**config.mk**
```make
export PLATFORM = sky130hd
export DESIGN_NAME = proc_bus_mux_flat
export DESIGN_NICKNAME = d
export VERILOG_FILES = /design/src/rtl/proc_bus_mux_if.sv /design/src/rtl/proc_bus_mux.sv /design/src/flat_wrapper.sv
export SDC_FILE = /design/constraint.sdc
export NUM_CORES = 1
export LEC_CHECK = 0
export CORE_ASPECT_RATIO = 0.8
export CORE_MARGIN = 2
export CORE_UTILIZATION = 30
export DETAILED_ROUTE_END_ITERATION = 10
export PLACE_DENSITY = 0.71
export SLEW_MARGIN = 20
export SYNTH_ARGS = -nofsm -noshare
export SYNTH_HDL_FRONTEND = slang
export SYNTH_SLANG_ARGS = --single-unit
```
**constraint.sdc**
```tcl
create_clock -name Clock -period 13.9 [get_ports Clock]
set_clock_uncertainty 0.1 [all_clocks]
set_input_delay 3.475 -clock Clock [delete_from_list [all_inputs] [get_ports Clock]]
set_output_delay 3.475 -clock Clock [all_outputs]
set_load 0.03 [all_outputs]
```
**src/rtl/proc_bus_mux_if.sv**
```systemverilog
`default_nettype none
// ============================================================================
// Module      : proc_bus_mux_if
// Description : Select/bus handshake bundle for proc_bus_mux.
// Revision    : 1.0 - initial release
// ============================================================================
interface proc_bus_mux_if #(
    parameter int WIDTH = 16,
    parameter int NREG  = 8,
    parameter int ERRW  = 4
);
    localparam int IDXW = (NREG > 1) ? $clog2(NREG) : 1;

    logic [NREG*WIDTH-1:0] R_bus;
    logic [WIDTH-1:0]      DIN;
    logic [WIDTH-1:0]      G;
    logic [NREG-1:0]       selectR;
    logic                  selectG;
    logic                  selectDin;
    logic                  sel_valid;
    logic                  sel_ready;
    logic                  bus_ready;
    logic [WIDTH-1:0]      MUXOut;
    logic                  bus_valid;
    logic [1:0]            src_code;
    logic [IDXW-1:0]       reg_idx;
    logic                  err_clear;
    logic                  sel_err;
    logic [ERRW-1:0]       err_count;

    modport master (
        output R_bus, DIN, G, selectR, selectG, selectDin, sel_valid,
               bus_ready, err_clear,
        input  sel_ready, MUXOut, bus_valid, src_code, reg_idx, sel_err,
               err_count
    );

    modport slave (
        input  R_bus, DIN, G, selectR, selectG, selectDin, sel_valid,
               bus_ready, err_clear,
        output sel_ready, MUXOut, bus_valid, src_code, reg_idx, sel_err,
               err_count
    );
endinterface
`default_nettype wire

```
**src/rtl/proc_bus_mux.sv**
```systemverilog
`default_nettype none
// ============================================================================
// Module      : proc_bus_mux
// Description : Registered processor bus mux with valid/ready output and
//               illegal-select error tracking.
// Revision    : 1.0 - initial release
// ============================================================================
module proc_bus_mux #(
    parameter int WIDTH = 16,
    parameter int NREG  = 8,
    parameter int ERRW  = 4
) (
    input  wire logic       Clock,
    input  wire logic       Reset,
    proc_bus_mux_if.slave   bus
);
    localparam int IDXW = (NREG > 1) ? $clog2(NREG) : 1;

    localparam logic [1:0] C_SRC_REG  = 2'd0;
    localparam logic [1:0] C_SRC_DIN  = 2'd1;
    localparam logic [1:0] C_SRC_G    = 2'd2;
    localparam logic [1:0] C_SRC_NONE = 2'd3;
    localparam logic [ERRW-1:0] C_ERR_MAX = {ERRW{1'b1}};

    logic [WIDTH-1:0] muxout_q, muxout_d;
    logic             bus_valid_q, bus_valid_d;
    logic [1:0]       src_code_q, src_code_d;
    logic [IDXW-1:0]  reg_idx_q, reg_idx_d;
    logic             sel_err_q, sel_err_d;
    logic [ERRW-1:0]  err_count_q, err_count_d;

    logic [4:0]       hot_cnt;
    logic [IDXW-1:0]  hot_idx;
    logic [WIDTH-1:0] hot_data;
    logic             sel_ready;
    logic             accept;
    logic             legal;

    // Decode the register one-hot; the index/data are only used when exactly one bit is set.
    always_comb begin
        hot_cnt  = '0;
        hot_idx  = '0;
        hot_data = '0;
        for (int k = 0; k < NREG; k++) begin
            if (bus.selectR[k]) begin
                hot_cnt  = hot_cnt + 5'd1;
                hot_idx  = IDXW'(k);
                hot_data = bus.R_bus[k*WIDTH +: WIDTH];
            end
        end
    end

    assign sel_ready = !bus_valid_q || bus.bus_ready;
    assign accept    = bus.sel_valid && sel_ready;
    assign legal     = bus.selectG || bus.selectDin || (hot_cnt == 5'd1);

    always_comb begin
        muxout_d    = muxout_q;
        bus_valid_d = bus_valid_q;
        src_code_d  = src_code_q;
        reg_idx_d   = reg_idx_q;
        sel_err_d   = sel_err_q;
        err_count_d = err_count_q;

        if (bus_valid_q && bus.bus_ready) begin
            bus_valid_d = 1'b0;
        end

        if (accept && legal) begin
            bus_valid_d = 1'b1;
            if (bus.selectG) begin
                muxout_d   = bus.G;
                src_code_d = C_SRC_G;
                reg_idx_d  = '0;
            end else if (bus.selectDin) begin
                muxout_d   = bus.DIN;
                src_code_d = C_SRC_DIN;
                reg_idx_d  = '0;
            end else begin
                muxout_d   = hot_data;
                src_code_d = C_SRC_REG;
                reg_idx_d  = hot_idx;
            end
        end

        // A clear in the same cycle as an illegal accept leaves exactly that one error recorded.
        if (accept && !legal) begin
            sel_err_d = 1'b1;
            if (bus.err_clear) begin
                err_count_d = ERRW'(1);
            end else if (err_count_q != C_ERR_MAX) begin
                err_count_d = err_count_q + ERRW'(1);
            end
        end else if (bus.err_clear) begin
            sel_err_d   = 1'b0;
            err_count_d = '0;
        end
    end

    always_ff @(posedge Clock) begin
        if (Reset) begin
            muxout_q    <= '0;
            bus_valid_q <= 1'b0;
            src_code_q  <= C_SRC_NONE;
            reg_idx_q   <= '0;
            sel_err_q   <= 1'b0;
            err_count_q <= '0;
        end else begin
            muxout_q    <= muxout_d;
            bus_valid_q <= bus_valid_d;
            src_code_q  <= src_code_d;
            reg_idx_q   <= reg_idx_d;
            sel_err_q   <= sel_err_d;
            err_count_q <= err_count_d;
        end
    end

    assign bus.sel_ready = sel_ready;
    assign bus.MUXOut    = muxout_q;
    assign bus.bus_valid = bus_valid_q;
    assign bus.src_code  = src_code_q;
    assign bus.reg_idx   = reg_idx_q;
    assign bus.sel_err   = sel_err_q;
    assign bus.err_count = err_count_q;

endmodule
`default_nettype wire

```
**src/flat_wrapper.sv**
```systemverilog
// flat-port wrapper written by rule: the top's interface ports become plain ports
module proc_bus_mux_flat 
#(
    parameter int WIDTH = 16,
    parameter int NREG  = 8,
    parameter int ERRW  = 4
)
  (Clock, Reset, bus_R_bus, bus_DIN, bus_G, bus_selectR, bus_selectG, bus_selectDin, bus_sel_valid, bus_bus_ready, bus_err_clear, bus_sel_ready, bus_MUXOut, bus_bus_valid, bus_src_code, bus_reg_idx, bus_sel_err, bus_err_count);
  proc_bus_mux_if #(.WIDTH(WIDTH), .NREG(NREG), .ERRW(ERRW)) bus_i ();
  input  wire logic Clock;
  input  wire logic Reset;
  input wire logic [$bits(bus_i.R_bus)-1:0] bus_R_bus;
  input wire logic [$bits(bus_i.DIN)-1:0] bus_DIN;
  input wire logic [$bits(bus_i.G)-1:0] bus_G;
  input wire logic [$bits(bus_i.selectR)-1:0] bus_selectR;
  input wire logic [$bits(bus_i.selectG)-1:0] bus_selectG;
  input wire logic [$bits(bus_i.selectDin)-1:0] bus_selectDin;
  input wire logic [$bits(bus_i.sel_valid)-1:0] bus_sel_valid;
  input wire logic [$bits(bus_i.bus_ready)-1:0] bus_bus_ready;
  input wire logic [$bits(bus_i.err_clear)-1:0] bus_err_clear;
  output wire logic [$bits(bus_i.sel_ready)-1:0] bus_sel_ready;
  output wire logic [$bits(bus_i.MUXOut)-1:0] bus_MUXOut;
  output wire logic [$bits(bus_i.bus_valid)-1:0] bus_bus_valid;
  output wire logic [$bits(bus_i.src_code)-1:0] bus_src_code;
  output wire logic [$bits(bus_i.reg_idx)-1:0] bus_reg_idx;
  output wire logic [$bits(bus_i.sel_err)-1:0] bus_sel_err;
  output wire logic [$bits(bus_i.err_count)-1:0] bus_err_count;
  assign bus_i.R_bus = bus_R_bus;
  assign bus_i.DIN = bus_DIN;
  assign bus_i.G = bus_G;
  assign bus_i.selectR = bus_selectR;
  assign bus_i.selectG = bus_selectG;
  assign bus_i.selectDin = bus_selectDin;
  assign bus_i.sel_valid = bus_sel_valid;
  assign bus_i.bus_ready = bus_bus_ready;
  assign bus_i.err_clear = bus_err_clear;
  assign bus_sel_ready = bus_i.sel_ready;
  assign bus_MUXOut = bus_i.MUXOut;
  assign bus_bus_valid = bus_i.bus_valid;
  assign bus_src_code = bus_i.src_code;
  assign bus_reg_idx = bus_i.reg_idx;
  assign bus_sel_err = bus_i.sel_err;
  assign bus_err_count = bus_i.err_count;
  proc_bus_mux #(.WIDTH(WIDTH), .NREG(NREG), .ERRW(ERRW)) u_core (.Clock(Clock), .Reset(Reset), .bus(bus_i));
endmodule
```
==> results.json <==
{
  "avgSynthCellArea_um2": 7.561,
  "first_pass_iters": 5,
  "synth_cells": 372,
  "diodes": 0,
  "path_max_fanout": 24,
  "peakVddDrop_mv": 0.05384,
  "nFillCells": 846,
  "intPower_mw": 0.2280,
  "synth-edff-count": 0,
  "core_um2": 9076,
  "cellPowerDensity_nw_per_um2": 71.53,
  "synth_top_area_share_pct": 19.22,
  "vias": 3874,
  "placed_cell_area_um2": 4871,
  "syn_area_um2": 2813,
  "die_x_um": 112.3,
  "nets": 732,
  "io_pins": 203,
  "grt_max_degree": 42,
  "timing.final.crit_share_pct": 65.28,
  "worst_setup_path_end_kind": "register",
  "postCtsHoldBufs": 0,
  "grt_pass1_vias": 3712,
  "rsz0062_at_grt": "no",
  "clock_latency_ns": 0.26,
  "worst_pin_slew_ns": 0.9752,
  "drc": 0,
  "stdcell_area_um2": 4952,
  "synth_top_cell_by_area": "dfxtp_1",
  "cts_resized": 0,
  "comb_power_share_pct": 55.7,
  "clkSlewWorstSetupHoldPaths_ns": 0.06,
  "final_period_minus_worst_setup_slack_ns": 9.074,
  "synth-seq-cells": 27,
  "crit_arrival_ns": 9.17,
  "dp_hpwl_um": 9986,
  "num_rows": 31,
  "slew_viol_final": 0,
  "crit_chain": "clkdlybuf4s50_1 -> and2_1 -> nor2_1 -> ha_1 -> nand2_1 -> o31ai_1 -> ha_1 -> mux2_2 -> ha_1 -> inv_1 -> a21oi_1 -> and2_1 -> ha_1 -> nor2b_1 -> nor2_1 -> ha_1 -> nor2_1 -> o21ai_1 -> a211o_1 -> or2_1 -> nor3_4 -> a221o_1",
  "cts_num_sinks": 27,
  "r2r_cells": 4,
  "drt-vias-per-instance": 5.843,
  "yosysSeqAreaShare_pct": 19.22,
  "hold_path_class": "register to register",
  "final_cell_mix": "clkdlybuf4s50_1, a22oi_1, nor2_1, dfxtp_1",
  "grtUsageTotal_pct": 23.55,
  "syn_to_final_growth_pct": 76.07,
  "antenna_left": 0,
  "synth_ff_type": "dfxtp_1",
  "wl_um": 12600,
  "final_common_cell": "clkdlybuf4s50_1",
  "max_freq_mhz": 110.2,
  "ys_warn_count": 0,
  "crit_type": "input port to register",
  "switching_share_pct": 35.65,
  "synth.area.top_cells": "dfxtp_1, a22oi_1, a221oi_1, mux2i_1, o22ai_1",
  "slew-limit-headroom_pct": 34.78,
  "setup_tns_ns": 0,
  "hold-path-endpoint": "u_core.bus.sel_err",
  "r2r_end": "u_core.bus.MUXOut[1]",
  "antenna_found_initial": 0,
  "cts_tree": "yes",
  "p_leak_nw": 1.832,
  "hold_viol_final": 0,
  "holdCritStartpoint": "u_core.bus.sel_err",
  "worstPathRequired_ns": 14.00,
  "p_switching_mw": 0.1263,
  "syn_nets": 555,
  "clk_path_buf_depth": 2,
  "worst_path_max_delay_cell": "clkdlybuf4s50_1",
  "multi_input_area_um2": 2072,
  "cp.buffers_inverters": 2,
  "fp.dieH_um": 90.61,
  "routedWlPerCell_um": 19.00,
  "die_area_um2": 10170,
  "min_path_cells": 2,
  "drive_above_1_share_pct": 3.285,
  "first_iter_violations": 271,
  "regArea_um2": 540.5,
  "cp_common_cell": "ha_1",
  "root_buffer": "clkbuf_16",
  "port_buffers": 202,
  "start_util_pct": 30.99,
  "h-tree-depth": 1,
  "regToRegSetupSlack_ns": 12.14,
  "r2r-start": "u_core.bus.bus_valid",
  "maxCapViolations": 0,
  "async_flop_share_pct": 0,
  "crit_path_start_kind": "input port",
  "setup_violations": 0,
  "p_clk_share_pct": 18.2,
  "status": "completed",
  "overflow": 0,
  "whs_ns": 0.3858,
  "post_cts_buffers": 0,
  "synth_cell_types": 54,
  "cts_buffers": 3,
  "finalWeightedCongestion": 0.8837,
  "max_stage_delay_ns": 1.11,
  "grt_pass1_wl_um": 19410,
  "seq_power_share_pct": 26.0,
  "crit_family": "simple AND/OR/NAND/NOR gates"
}
## final cells by class
cell class	instances	share of cell area (%)
flip-flops and latches	27	10.91
clock buffers	4	1.592
well taps	115	2.906
multi-input cells	295	41.84
inverters	15	1.162
repair buffers	207	41.59
## power by group through the flow
stage / sequential [mW] / clock (mW) / combinational [mW]
5_1_grt: 0.0931 / 0.0702 / 0.214
3_5_place_dp: 0.0937 / 0 / 0.195
3_3_place_gp: 0.0938 / 0 / 0.190
2_1_floorplan: 0.110 / 0 / 0.0916
4_1_cts: 0.0921 / 0.0657 / 0.197
6_report: 0.0922 / 0.0646 / 0.197
## kinds of logic (layout without fill, tap and decap cells)
family | count (synthesis) | count (layout) | share of synthesized area [%]
DFF | 27 | 27 | 19.22
and+or+nand+nor | 79 | 79 | 13.17
muxes | 16 | 16 | 5.738
AOI/OAI and AO/OA | 182 | 182 | 46.22
adders and majority gates | 8 | 8 | 3.559
buffers and inverters | 50 | 226 | 7.428
xor gates and xnor gates | 10 | 10 | 4.671
## Yosys cell counts, types with 2 or more instances
cell type,n
buf_1,3
buf_6,2
o21a_1,12
a31oi_1,2
o21ai_0,19
a21oi_1,24
clkbuf_1,28
o211ai_1,2
nor2_1,28
dfxtp_1,27
nand2_1,22
a22oi_1,33
nand3_1,6
nor3_1,2
inv_1,14
o31ai_1,3
a221oi_1,18
o22ai_1,24
xnor2_1,4
a221o_1,13
o221ai_1,2
nand4_1,2
a211oi_1,16
nand2b_1,2
a22o_1,3
nor2b_1,3
mux2i_1,15
xor2_1,3
and2_1,4
nor4_1,2
ha_1,8
or3_1,4
## worst min-delay path: stages, from the launching register on
cell and delay [ns]:
dfxtp_1 0.31, nand2b_1 0.06, a21oi_1 0.06
## how the worst max path moves through the flow
stage                   startpoint                   end  cells past startpoint
global placement    bus_selectR[2]  u_core.bus.MUXOut[9]                     22
global route        bus_selectR[2]  u_core.bus.MUXOut[4]                     22
CTS                 bus_selectR[2]  u_core.bus.MUXOut[1]                     22
detailed placement  bus_selectR[2]  u_core.bus.MUXOut[1]                     22
floorplan           bus_selectR[2]  u_core.bus.MUXOut[7]                     24
finish              bus_selectR[2]  u_core.bus.MUXOut[1]                     22
## layer usage
layer	part of all wire [%]	wire, µm	track usage (%)	up-vias
met2	48	5989	41.01	213
met1	42	5246	29.67	1816
met4	2.8	349	6.504	0
met5	0	0	0	-
li1	-	-	-	1821
met3	8.0	1010	4.497	24
## sequential cells by signal, indices dropped and copies added (netlist names)
signal                flops
u_core.bus.err_count      4
u_core.bus.bus_valid      1
u_core.bus.src_code       2
u_core.bus.sel_err        1
u_core.bus.MUXOut        16
u_core.bus.reg_idx        3
## stage by stage
step | cells | total power [mW] | setup slack, ns | utilization (%)
3_3_place_gp | 659 | 0.2836 | 4.925 | 53.67
4_1_cts | 663 | 0.3543 | 4.891 | 54.54
2_1_floorplan | 372 | 0.2017 | 5.774 | -
3_5_place_dp | 659 | 0.2890 | 4.646 | 53.67
6_report | 663 | 0.3542 | 4.826 | 54.56
5_1_grt | 663 | 0.3771 | 4.464 | 54.56
No activity file was read; power rests on OpenSTA's default activity.
==> RTL edit: new RTL, config.mk and constraints unchanged <==
`NREG` is set to 8 in 3 places; all go to 16.
--- a/src/rtl/proc_bus_mux_if.sv
+++ b/src/rtl/proc_bus_mux_if.sv
@@ -8,3 +8,3 @@
     parameter int WIDTH = 16,
-    parameter int NREG  = 8,
+    parameter int NREG  = 16,
     parameter int ERRW  = 4
--- a/src/rtl/proc_bus_mux.sv
+++ b/src/rtl/proc_bus_mux.sv
@@ -9,3 +9,3 @@
     parameter int WIDTH = 16,
-    parameter int NREG  = 8,
+    parameter int NREG  = 16,
     parameter int ERRW  = 4
--- a/src/flat_wrapper.sv
+++ b/src/flat_wrapper.sv
@@ -4,3 +4,3 @@
     parameter int WIDTH = 16,
-    parameter int NREG  = 8,
+    parameter int NREG  = 16,
     parameter int ERRW  = 4
Interface: changed (resized bus_R_bus, bus_reg_idx and bus_selectR); port bits go from 203 to 340. The function was not compared with the original's and may differ.
==> RTL edit against the unedited design <==
  * Synthesized area grew 92%
  * Combinational power rose to 3.9 times the old value
  * Count of clock-buffer cells in the layout is the same
  * Fmax is 32% lower
  * Cell area rose by 85%
  * Sequential cell count grew 1
  * Power rose to 2.6 times the old value
  * Worst hold slack better by 0.0052 ns
  * Critical path depth up 27
  * Routed wire length rose by 100%
  * Setup slack lost 4.3 ns
  * Via count rose by 85%
  * Critical path type unchanged
  * Largest cell class unchanged
  * Highest routed layer unchanged
==> RTL edit: results (changes against the unedited design) <==
- Met3 wire length: 1840 microns (+82%)
- Hold Crit Start: u_core.bus.reg_idx[2]$_SDFFE_PP0P_
- Vias: 7,183 (+85%)
- Area after DPL: 8920 sq um (+83%)
- Metal2 WL: 12,100 microns (+100%)
- Largest cells by area after synthesis: dfxtp_1 (10%), mux2i_1 (6.8%), a22oi_1 (6.2%)
- Clock sink count: 28 (+3.7%)
- Worst Setup SP: bus_selectR[0]
- Non-filler cells in the finished layout: 1,305 (+97%)
- Slew margin rel.: 27.7% (-7.1 points)
- Setup crit end: u_core.bus.MUXOut[4]$_SDFFE_PP0P_
- CP Max Fanout: 7 (-71%)
- Synthesized area per cell: 6.93 sq um (-8.4%)
- PortBufs: 339 (+68%)
- R2R cell count: 5 (+1)
- Initial drt markers: 533 (+97%)
- Sequential cell area: 561 sq um (+3.7%)
- Syn nets: 1,108 (+100%)
- GP Congestion: 0.888 (+0.44%)
- Worst-path clk slew: approximately 0.070 ns
- Pre-CTS setup slack: -0.0488 ns (-4.69 ns)
- Leakage: 3.45 nW (+88%)
- Final #Nets: 1,408 (+92%)
- Largest net degree at the start of global routing: 46 (+9.5%)
- Share of layout cells above drive strength 1: 7.22% (+3.9 points)
- Max H-tree Level: 1 (unchanged)
- WL per Instance: 19.7 microns (+3.8%)
- Post-detail-place hpwl: 20,800 microns (+110%)
- #MultiIn Comb: 658 (+120%)
- Grt met1 use: 33.3% (+3.6 points)
- Slowest stage cell on the critical path: or4_1
- Multi-input combinational area share: 49.3% (+7.5 points)
- Register area share after synthesis: 10.4% (-8.9 points)
- Post-synth top cells: nand2_1 (85), nor2_1 (70), o21ai_0 (62)
- Clock network area share: 0.971% (-0.62 points)
- Data buffer area share: 39.5% (-2.1 points)
- Invs w/o clock: 24 (+9)
- PD cells: 102 nW/um^2 (+43%)
- Fillers: 1,730 (+100%)
- First-pass GRT wire length: 38,000 microns (+96%)
- Hold worst-path end: u_core.bus.reg_idx[2]$_SDFFE_PP0P_
- Worst VDD drop: 72.4 uV (+35%)
- Unique masters post-synth: 79 (+46%)
- Minimum clock period: 13.40 ns (+4.33 ns)
- Family with the most delay on the worst path: adder cells
- Global Route met2 Usage: 43.0% (+2.0 points)
- Critical R2R Capture: u_core.bus.err_count[3]$_SDFFE_PP0P_
- Vias in the first global route: 6,936 (+87%)
- Outcome: complete, no violations
- M1 WL: 11,400 microns (+120%)
- Non-clock buffers: 366 (+77%)
- Initial antenna violation count: 0 (unchanged)
- Grt met3 use: 5.46% (+0.97 points)
[RTL edit: cell types whose count changed after synthesis, sizes merged, moves of 25 or more]
cell,before,now
nand2,22,86
o21ai,21,64
nor2,28,70
a21oi,25,57
clkbuf,28,55
xnor2,4,29
[RTL edit: where the power goes]
part | switching [mW] | internal [mW]
logic | 0.397 | 0.363
clock network | 0.0282 | 0.0442
registers | 0.0100 | 0.0930
total | 0.435 | 0.501
[RTL edit: cells by family (layout without fill, tap and decap cells)]
kind of cell	Yosys count	in the layout	share of synthesized area (%)
XOR/XNOR	45	45	10.3
flip-flops	28	28	10.4
AND/OR/NAND/NOR	269	269	23.8
adder cells (fa/ha/maj)	16	16	3.70
multiplexers	40	40	7.68
buffers and inverters	95	394	7.17
AO/OA/AOI/OAI	288	288	37.0
[RTL edit: what timing repair did]
item,in CTS,in global routing
resized for setup,0,13
buffers inserted,0,11
endpoints found under the setup margin,0,28
